### src/rtl/cpu_types_pkg.sv
// cpu_types_pkg
//   Shared CPU/memory types used by the memory arbiter and its bench.
//   word_t      : 32-bit machine word
//   ramstate_t  : RAM model handshake state (FREE/BUSY/ACCESS/ERROR)
//   arb_state_t : memory arbiter FSM state. The literals carry an ARB_
//                 prefix because BUSY is already taken by ramstate_t.
package cpu_types_pkg;

    localparam int WORD_W = 32;

    typedef logic [WORD_W-1:0] word_t;

    typedef enum logic [1:0] {
        FREE   = 2'd0,
        BUSY   = 2'd1,
        ACCESS = 2'd2,
        ERROR  = 2'd3
    } ramstate_t;

    typedef enum logic {
        ARB_IDLE = 1'b0,
        ARB_BUSY = 1'b1
    } arb_state_t;

endpackage

### src/rtl/rr_pick.sv
// rr_pick
//   Round-robin selector. It scans the request vector starting at ptr and
//   wraps modulo CPUS. It reports the first requesting index and whether
//   any request was found.
// Ports:
//   req   in  CPUS   request per core
//   ptr   in  PTR_W  core with highest priority this round
//   idx   out PTR_W  winning core (0 when valid=0)
//   valid out 1      at least one request present
module rr_pick
    import cpu_types_pkg::*;
#(
    parameter int CPUS  = 2,
    parameter int PTR_W = 1
) (
    input  logic [CPUS-1:0]  req,
    input  logic [PTR_W-1:0] ptr,
    output logic [PTR_W-1:0] idx,
    output logic             valid
);

    always_comb begin
        int               c;
        logic [PTR_W-1:0] cand;
        idx   = '0;
        valid = 1'b0;
        c     = 0;
        cand  = '0;
        for (int k = 0; k < CPUS; k++) begin
            c    = (int'(ptr) + k) % CPUS;
            cand = PTR_W'(c);
            if (!valid && req[cand]) begin
                valid = 1'b1;
                idx   = cand;
            end
        end
    end

endmodule

### src/rtl/mem_arbiter.sv
// mem_arbiter
//   Shares the single RAM port among CPUS cores. Each core has one
//   instruction-fetch port and one data port. Cores are served
//   round-robin. Within a core, the data port wins over the instruction
//   port. Cores that lose arbitration are stalled through iwait/dwait.
//
// Optional feature (macro MEM_ARB_TIMEOUT_EN):
//   A grant stuck in BUSY without ACCESS for TIMEOUT_CYCLES cycles is
//   released. arb_timeout then pulses for one cycle and the round-robin
//   pointer advances. When the macro is undefined, BUSY holds
//   indefinitely and arb_timeout is tied to 0.
//
// Ports:
//   CLK, nRST            clock (rising edge), asynchronous active-low reset
//   iREN/iaddr           instruction read request and address, per core
//   dREN/dWEN/daddr      data read/write request and address, per core
//   dstore               data write value, per core
//   iwait/dwait          1 = access of that port not yet complete
//   iload/dload          ramload broadcast to every core
//   ramREN/ramWEN        RAM strobes
//   ramaddr/ramstore     RAM address and write data
//   ramload/ramstate     RAM read data and handshake state
//   arb_busy             1 while a grant is outstanding
//   arb_timeout          one-cycle pulse on a forced release
module mem_arbiter
    import cpu_types_pkg::*;
#(
    parameter int CPUS           = 2,
    parameter int TIMEOUT_CYCLES = 255
) (
    input  logic                 CLK,
    input  logic                 nRST,
    input  logic [CPUS-1:0]      iREN,
    input  word_t [CPUS-1:0]     iaddr,
    input  logic [CPUS-1:0]      dREN,
    input  logic [CPUS-1:0]      dWEN,
    input  word_t [CPUS-1:0]     daddr,
    input  word_t [CPUS-1:0]     dstore,
    output logic [CPUS-1:0]      iwait,
    output logic [CPUS-1:0]      dwait,
    output word_t [CPUS-1:0]     iload,
    output word_t [CPUS-1:0]     dload,
    output logic                 ramREN,
    output logic                 ramWEN,
    output word_t                ramaddr,
    output word_t                ramstore,
    input  word_t                ramload,
    input  ramstate_t            ramstate,
    output logic                 arb_busy,
    output logic                 arb_timeout
);

    localparam int PTR_W = (CPUS > 1) ? $clog2(CPUS) : 1;

    if (CPUS < 1 || TIMEOUT_CYCLES < 1) begin : g_param_check
        $error("mem_arbiter: CPUS and TIMEOUT_CYCLES must both be >= 1");
    end

    arb_state_t       state;
    logic [PTR_W-1:0] grant_core;
    logic             grant_is_data;
    logic [PTR_W-1:0] rr_ptr;

    logic [CPUS-1:0]  dreq;
    logic [PTR_W-1:0] pick_idx;
    logic             pick_valid;
    logic             grant_live;
    logic             done;

    function automatic logic [PTR_W-1:0] ptr_inc(input logic [PTR_W-1:0] p);
        if (p == PTR_W'(CPUS - 1)) return '0;
        else                       return p + 1'b1;
    endfunction

    assign dreq = dREN | dWEN;

    rr_pick #(
        .CPUS  (CPUS),
        .PTR_W (PTR_W)
    ) u_pick (
        .req   (iREN | dreq),
        .ptr   (rr_ptr),
        .idx   (pick_idx),
        .valid (pick_valid)
    );

    // The granted port must still be requesting. A withdrawn request
    // releases the grant without counting as a completed access.
    assign grant_live = grant_is_data ? dreq[grant_core] : iREN[grant_core];
    assign done       = (state == ARB_BUSY) && grant_live && (ramstate == ACCESS);
    assign arb_busy   = (state == ARB_BUSY);

    // RAM side follows the granted port's live request, so a withdrawn
    // request drops its strobe in the same cycle.
    always_comb begin
        ramREN   = 1'b0;
        ramWEN   = 1'b0;
        ramaddr  = '0;
        ramstore = '0;
        if (state == ARB_BUSY) begin
            if (grant_is_data) begin
                ramWEN   = dWEN[grant_core];
                ramREN   = dREN[grant_core] & ~dWEN[grant_core];
                ramaddr  = daddr[grant_core];
                ramstore = dstore[grant_core];
            end else begin
                ramREN   = iREN[grant_core];
                ramaddr  = iaddr[grant_core];
            end
        end
    end

    always_comb begin
        iwait = iREN;
        dwait = dreq;
        if (done) begin
            if (grant_is_data) dwait[grant_core] = 1'b0;
            else               iwait[grant_core] = 1'b0;
        end
    end

    always_comb begin
        for (int c = 0; c < CPUS; c++) begin
            iload[c] = ramload;
            dload[c] = ramload;
        end
    end

`ifdef MEM_ARB_TIMEOUT_EN
    localparam int CNT_W = ($clog2(TIMEOUT_CYCLES + 1) > 8) ? $clog2(TIMEOUT_CYCLES + 1) : 8;
    logic [CNT_W-1:0] busy_cnt;
    logic             timeout_q;
    assign arb_timeout = timeout_q;
`else
    assign arb_timeout = 1'b0;
`endif

    always_ff @(posedge CLK or negedge nRST) begin
        if (!nRST) begin
            state         <= ARB_IDLE;
            grant_core    <= '0;
            grant_is_data <= 1'b0;
            rr_ptr        <= '0;
`ifdef MEM_ARB_TIMEOUT_EN
            busy_cnt      <= '0;
            timeout_q     <= 1'b0;
`endif
        end else begin
`ifdef MEM_ARB_TIMEOUT_EN
            timeout_q <= 1'b0;
`endif
            case (state)
                ARB_IDLE: begin
                    if (pick_valid) begin
                        state         <= ARB_BUSY;
                        grant_core    <= pick_idx;
                        grant_is_data <= dreq[pick_idx];
`ifdef MEM_ARB_TIMEOUT_EN
                        busy_cnt      <= '0;
`endif
                    end
                end
                ARB_BUSY: begin
                    if (!grant_live) begin
                        state <= ARB_IDLE;
                    end else if (ramstate == ACCESS) begin
                        state  <= ARB_IDLE;
                        rr_ptr <= ptr_inc(grant_core);
`ifdef MEM_ARB_TIMEOUT_EN
                    end else if (busy_cnt == CNT_W'(TIMEOUT_CYCLES - 1)) begin
                        // Forced release. The requester keeps its wait
                        // high and competes again from IDLE.
                        state     <= ARB_IDLE;
                        rr_ptr    <= ptr_inc(grant_core);
                        timeout_q <= 1'b1;
                    end else begin
                        busy_cnt <= busy_cnt + 1'b1;
`endif
                    end
                end
                default: state <= ARB_IDLE;
            endcase
        end
    end

endmodule

### config.mk
export PLATFORM = sky130hd
export DESIGN_NAME = mem_arbiter
export DESIGN_NICKNAME = d
export VERILOG_FILES = /design/src/rtl/cpu_types_pkg.sv /design/src/rtl/rr_pick.sv /design/src/rtl/mem_arbiter.sv
export SDC_FILE = /design/constraint.sdc
export NUM_CORES = 1
export LEC_CHECK = 0
export ABC_AREA = 1
export BUFFER_PORTS_ARGS = -buffer_cell sky130_fd_sc_hd__buf_2
export CELL_PAD_IN_SITES_DETAIL_PLACEMENT = 2
export CELL_PAD_IN_SITES_GLOBAL_PLACEMENT = 2
export CORE_AREA = 2 2 168 170
export DETAILED_ROUTE_END_ITERATION = 6
export DIE_AREA = 0 0 170 172
export GPL_TIMING_DRIVEN = 0
export PLACE_DENSITY_LB_ADDON = 0.12
export SYNTH_ARGS = -nofsm -noshare
export SYNTH_HDL_FRONTEND = slang
export SYNTH_SLANG_ARGS = --single-unit
### constraint.sdc
create_clock -name CLK -period 1.61 [get_ports CLK]
set_input_delay 0.161 -clock CLK [delete_from_list [all_inputs] [get_ports CLK]]
set_output_delay 0.161 -clock CLK [all_outputs]
set_load 0.01 [all_outputs]
==> results.toml <==
[route]
wire_per_inst_um = 16.72
vias = 5039
final_antenna_net_count = 0
route.detailed.drc = 0
drt-initial-drc-count = 93
dr.pass1.iters = 4
viasPerCell = 3.841
wl_mm = 21.93

[global_routing]
top_usage_layer = "met2"
grt_pass1_vias = 5196
met3_usage_pct = 5.516
antenna_found_initial = 8
grt-ovfl-total = 0
grt_use_met2_pct = 26.12
grt_pass1_wl_mm = 30.08
gr-usage-all-layers_pct = 13.30
grt_start_max_net_pins = 11
met1_usage_pct = 13.61

[clock_tree]
root_buffer = "clkbuf_16"
cts_tree = "yes"
cts.htree.levels = 1
cts_made_buffers = 3
clock-sinks = 4
clockBufferDepth = 2
clkTransAtPathRegs_ps = 30
clock_latency_ps = 230

[die]
num_rows = 61
start_util_pct = 10.18
io_pins = 434
die_height_um = 172
die_area_um2 = 29240
die_w_um = 170
core_area_um2 = 27480

[timing]
setup_ws_ps = -153.4
tightest_slew_ps = 702.1
maxSlewViolCount = 0
finalCritPeriodShare_pct = 109.5
setup_viol = 64
fin_crit_ps = 1763
hold_viol = 0
rsz0062_at_grt = "yes"
fin_worst_skew_ps = 0.3431
slew_headroom_pct = 53.02
max_freq_mhz = 567.1

[setup_path]
start_kind = "register"
end_kind = "output pin"
critical_path_class = "reg -> out"
critPathRequiredTime_ps = 1450
cp.arrival_ps = 1600
worstPathMaxFanout = 5
reg2reg_depth = 10

[run_status]
violations = "setup timing"
outcome = "finished, violations left"

[power]
p_leak_nw = 3.502
vdd_drop_max_v = 0.0003363
p_total_mw = 8.671
powerDensity_nw_per_um2 = 1366

[place]
gp_congestion = 0.7174
hpwl_mm = 18.29
io_buffers = 400

[synthesis]
post_synth.cell_area_avg_um2 = 5.276
ys_warn_count = 0
syn-num-nets = 764
synthesis.area_um2 = 2796
ys_ff_latch = 4
netlist_instances = 530
synth_cell_types = 19
synth_seq_area_share_pct = 3.579

[finish]
multi_input_area_um2 = 1837
drive_gt1_share_pct = 70.09
fin_util_pct = 23.11
regArea_um2 = 102.6
fillCellCount = 3461
fin_nets = 1199
areaGrowthSynthToFinish_pct = 127.1

[job]
maxCapViolations = 0

[worst_hold_path]
hold_class = "in -> async"
==> cell families (layout without fill, tap and decap cells) <==
kind of cell	Yosys count	in the layout	share of synthesized area (%)
and+or+nand+nor	276	276	39.02
buffers and inverters	175	608	42.55
AOI/OAI and AO/OA	74	74	14.72
DFF	4	4	3.580
other	1	4	0.1341
==> placed cells by master (no fill, tap or decap), drive strengths merged <==
| cell type | n |
|---|---|
| clkinv | 2 |
| a21oi | 5 |
| nor3 | 32 |
| dfrtp | 4 |
| nand3 | 8 |
| clkbuf | 15 |
| diode | 3 |
| buf | 577 |
| nand2 | 102 |
| dlygate4sd3 | 1 |
| clkinvlp | 1 |
| a22oi | 1 |
| nor2 | 134 |
| inv | 12 |
| a31oi | 31 |
| conb | 1 |
| o21ai | 37 |
==> final timing paths <==
kind                                     to  slack [ps]          start
worst max-delay path            ramaddr[20]        -150     grant_core
worst min-delay path                 rr_ptr         280           nRST
worst max register to register       rr_ptr         200  grant_is_data
worst min register to register       rr_ptr         490         rr_ptr
max in group asynchronous        grant_core        1190           nRST
min in group CLK                     rr_ptr         380    ramstate[0]
==> state kept, by name, indices dropped and copies added (netlist names) <==
| signal | flops |
|---|---|
| arb_busy | 1 |
| grant_core | 1 |
| grant_is_data | 1 |
| rr_ptr | 1 |
==> metrics by stage <==
step	TNS (ps)	hold slack [ps]	instance area (um2)	std cells	setup WS, ps
floorplan	0	-134.6	2796	530	249.9
global placement	-14650	-20.50	5231	1276	-429.1
detailed placement	-14760	-20.23	5231	1276	-424.7
CTS	-7458	284.7	5789	1298	-178.3
global route	-11730	298.1	6345	1310	-272.8
finish	-4718	277.5	6350	1312	-153.4
==> cells in the mapped netlist <==
cell | instances | area share (%)
dfrtp_1 | 4 | 3.6
a31oi_1 | 31 | 6.9
nand3_1 | 8 | 1.4
o21ai_1 | 33 | 5.9
buf_2 | 18 | 3.2
buf_4 | 134 | 36
nor2_1 | 132 | 18
nor2_2 | 2 | 0.45
clkbuf_1 | 6 | 0.81
nor3_1 | 32 | 5.7
a21oi_1 | 5 | 0.89
buf_6 | 1 | 0.40
nand2_1 | 102 | 14
conb_1 | 1 | 0.13
buf_1 | 1 | 0.13
inv_2 | 1 | 0.13
o21ai_0 | 4 | 0.72
a22oi_1 | 1 | 0.27
inv_1 | 14 | 1.9
==> final cells by class <==
cell class | count | area share, %
timing repair buffer | 431 | 38.27
multi-input combinational | 351 | 28.93
buffer | 159 | 21.97
tap | 346 | 6.818
sequential | 4 | 1.616
clock buffer | 3 | 1.182
inverter | 15 | 1.103
antenna | 3 | 0.1182
==> power breakdown <==
group	total [mW]	switching [mW]	internal, mW
clock network	0.392	0.0741	0.318
logic	8.02	4.22	3.79
registers	0.261	0.104	0.156
==> critical path, stage by stage (launching register included) <==
cell and delay [ps]:
dfrtp_2 470, buf_12 170, buf_8 120, buf_4 130, nor2_1 110, nor2_1 50
o21ai_1 70, a31oi_1 100, buf_2 150
==> layer usage <==
layer | share of wire [%] | up-vias | routed length [um]
met5 | 0.39 | - | 85
met4 | 0.38 | 12 | 84
met3 | 11 | 17 | 2474
met2 | 52 | 247 | 11390
met1 | 36 | 2321 | 7896
li1 | - | 2442 | -
==> timing repair <==
action	4_1_cts	5_1_grt
buffers inserted	16	6
gates resized for setup	91	98
cloned	2	7
pin swaps	7	32
endpoints found under the hold margin	4	0
hold buffers	1	0
endpoints found under the setup margin	71	71
No activity file was read; power rests on OpenSTA's default activity.
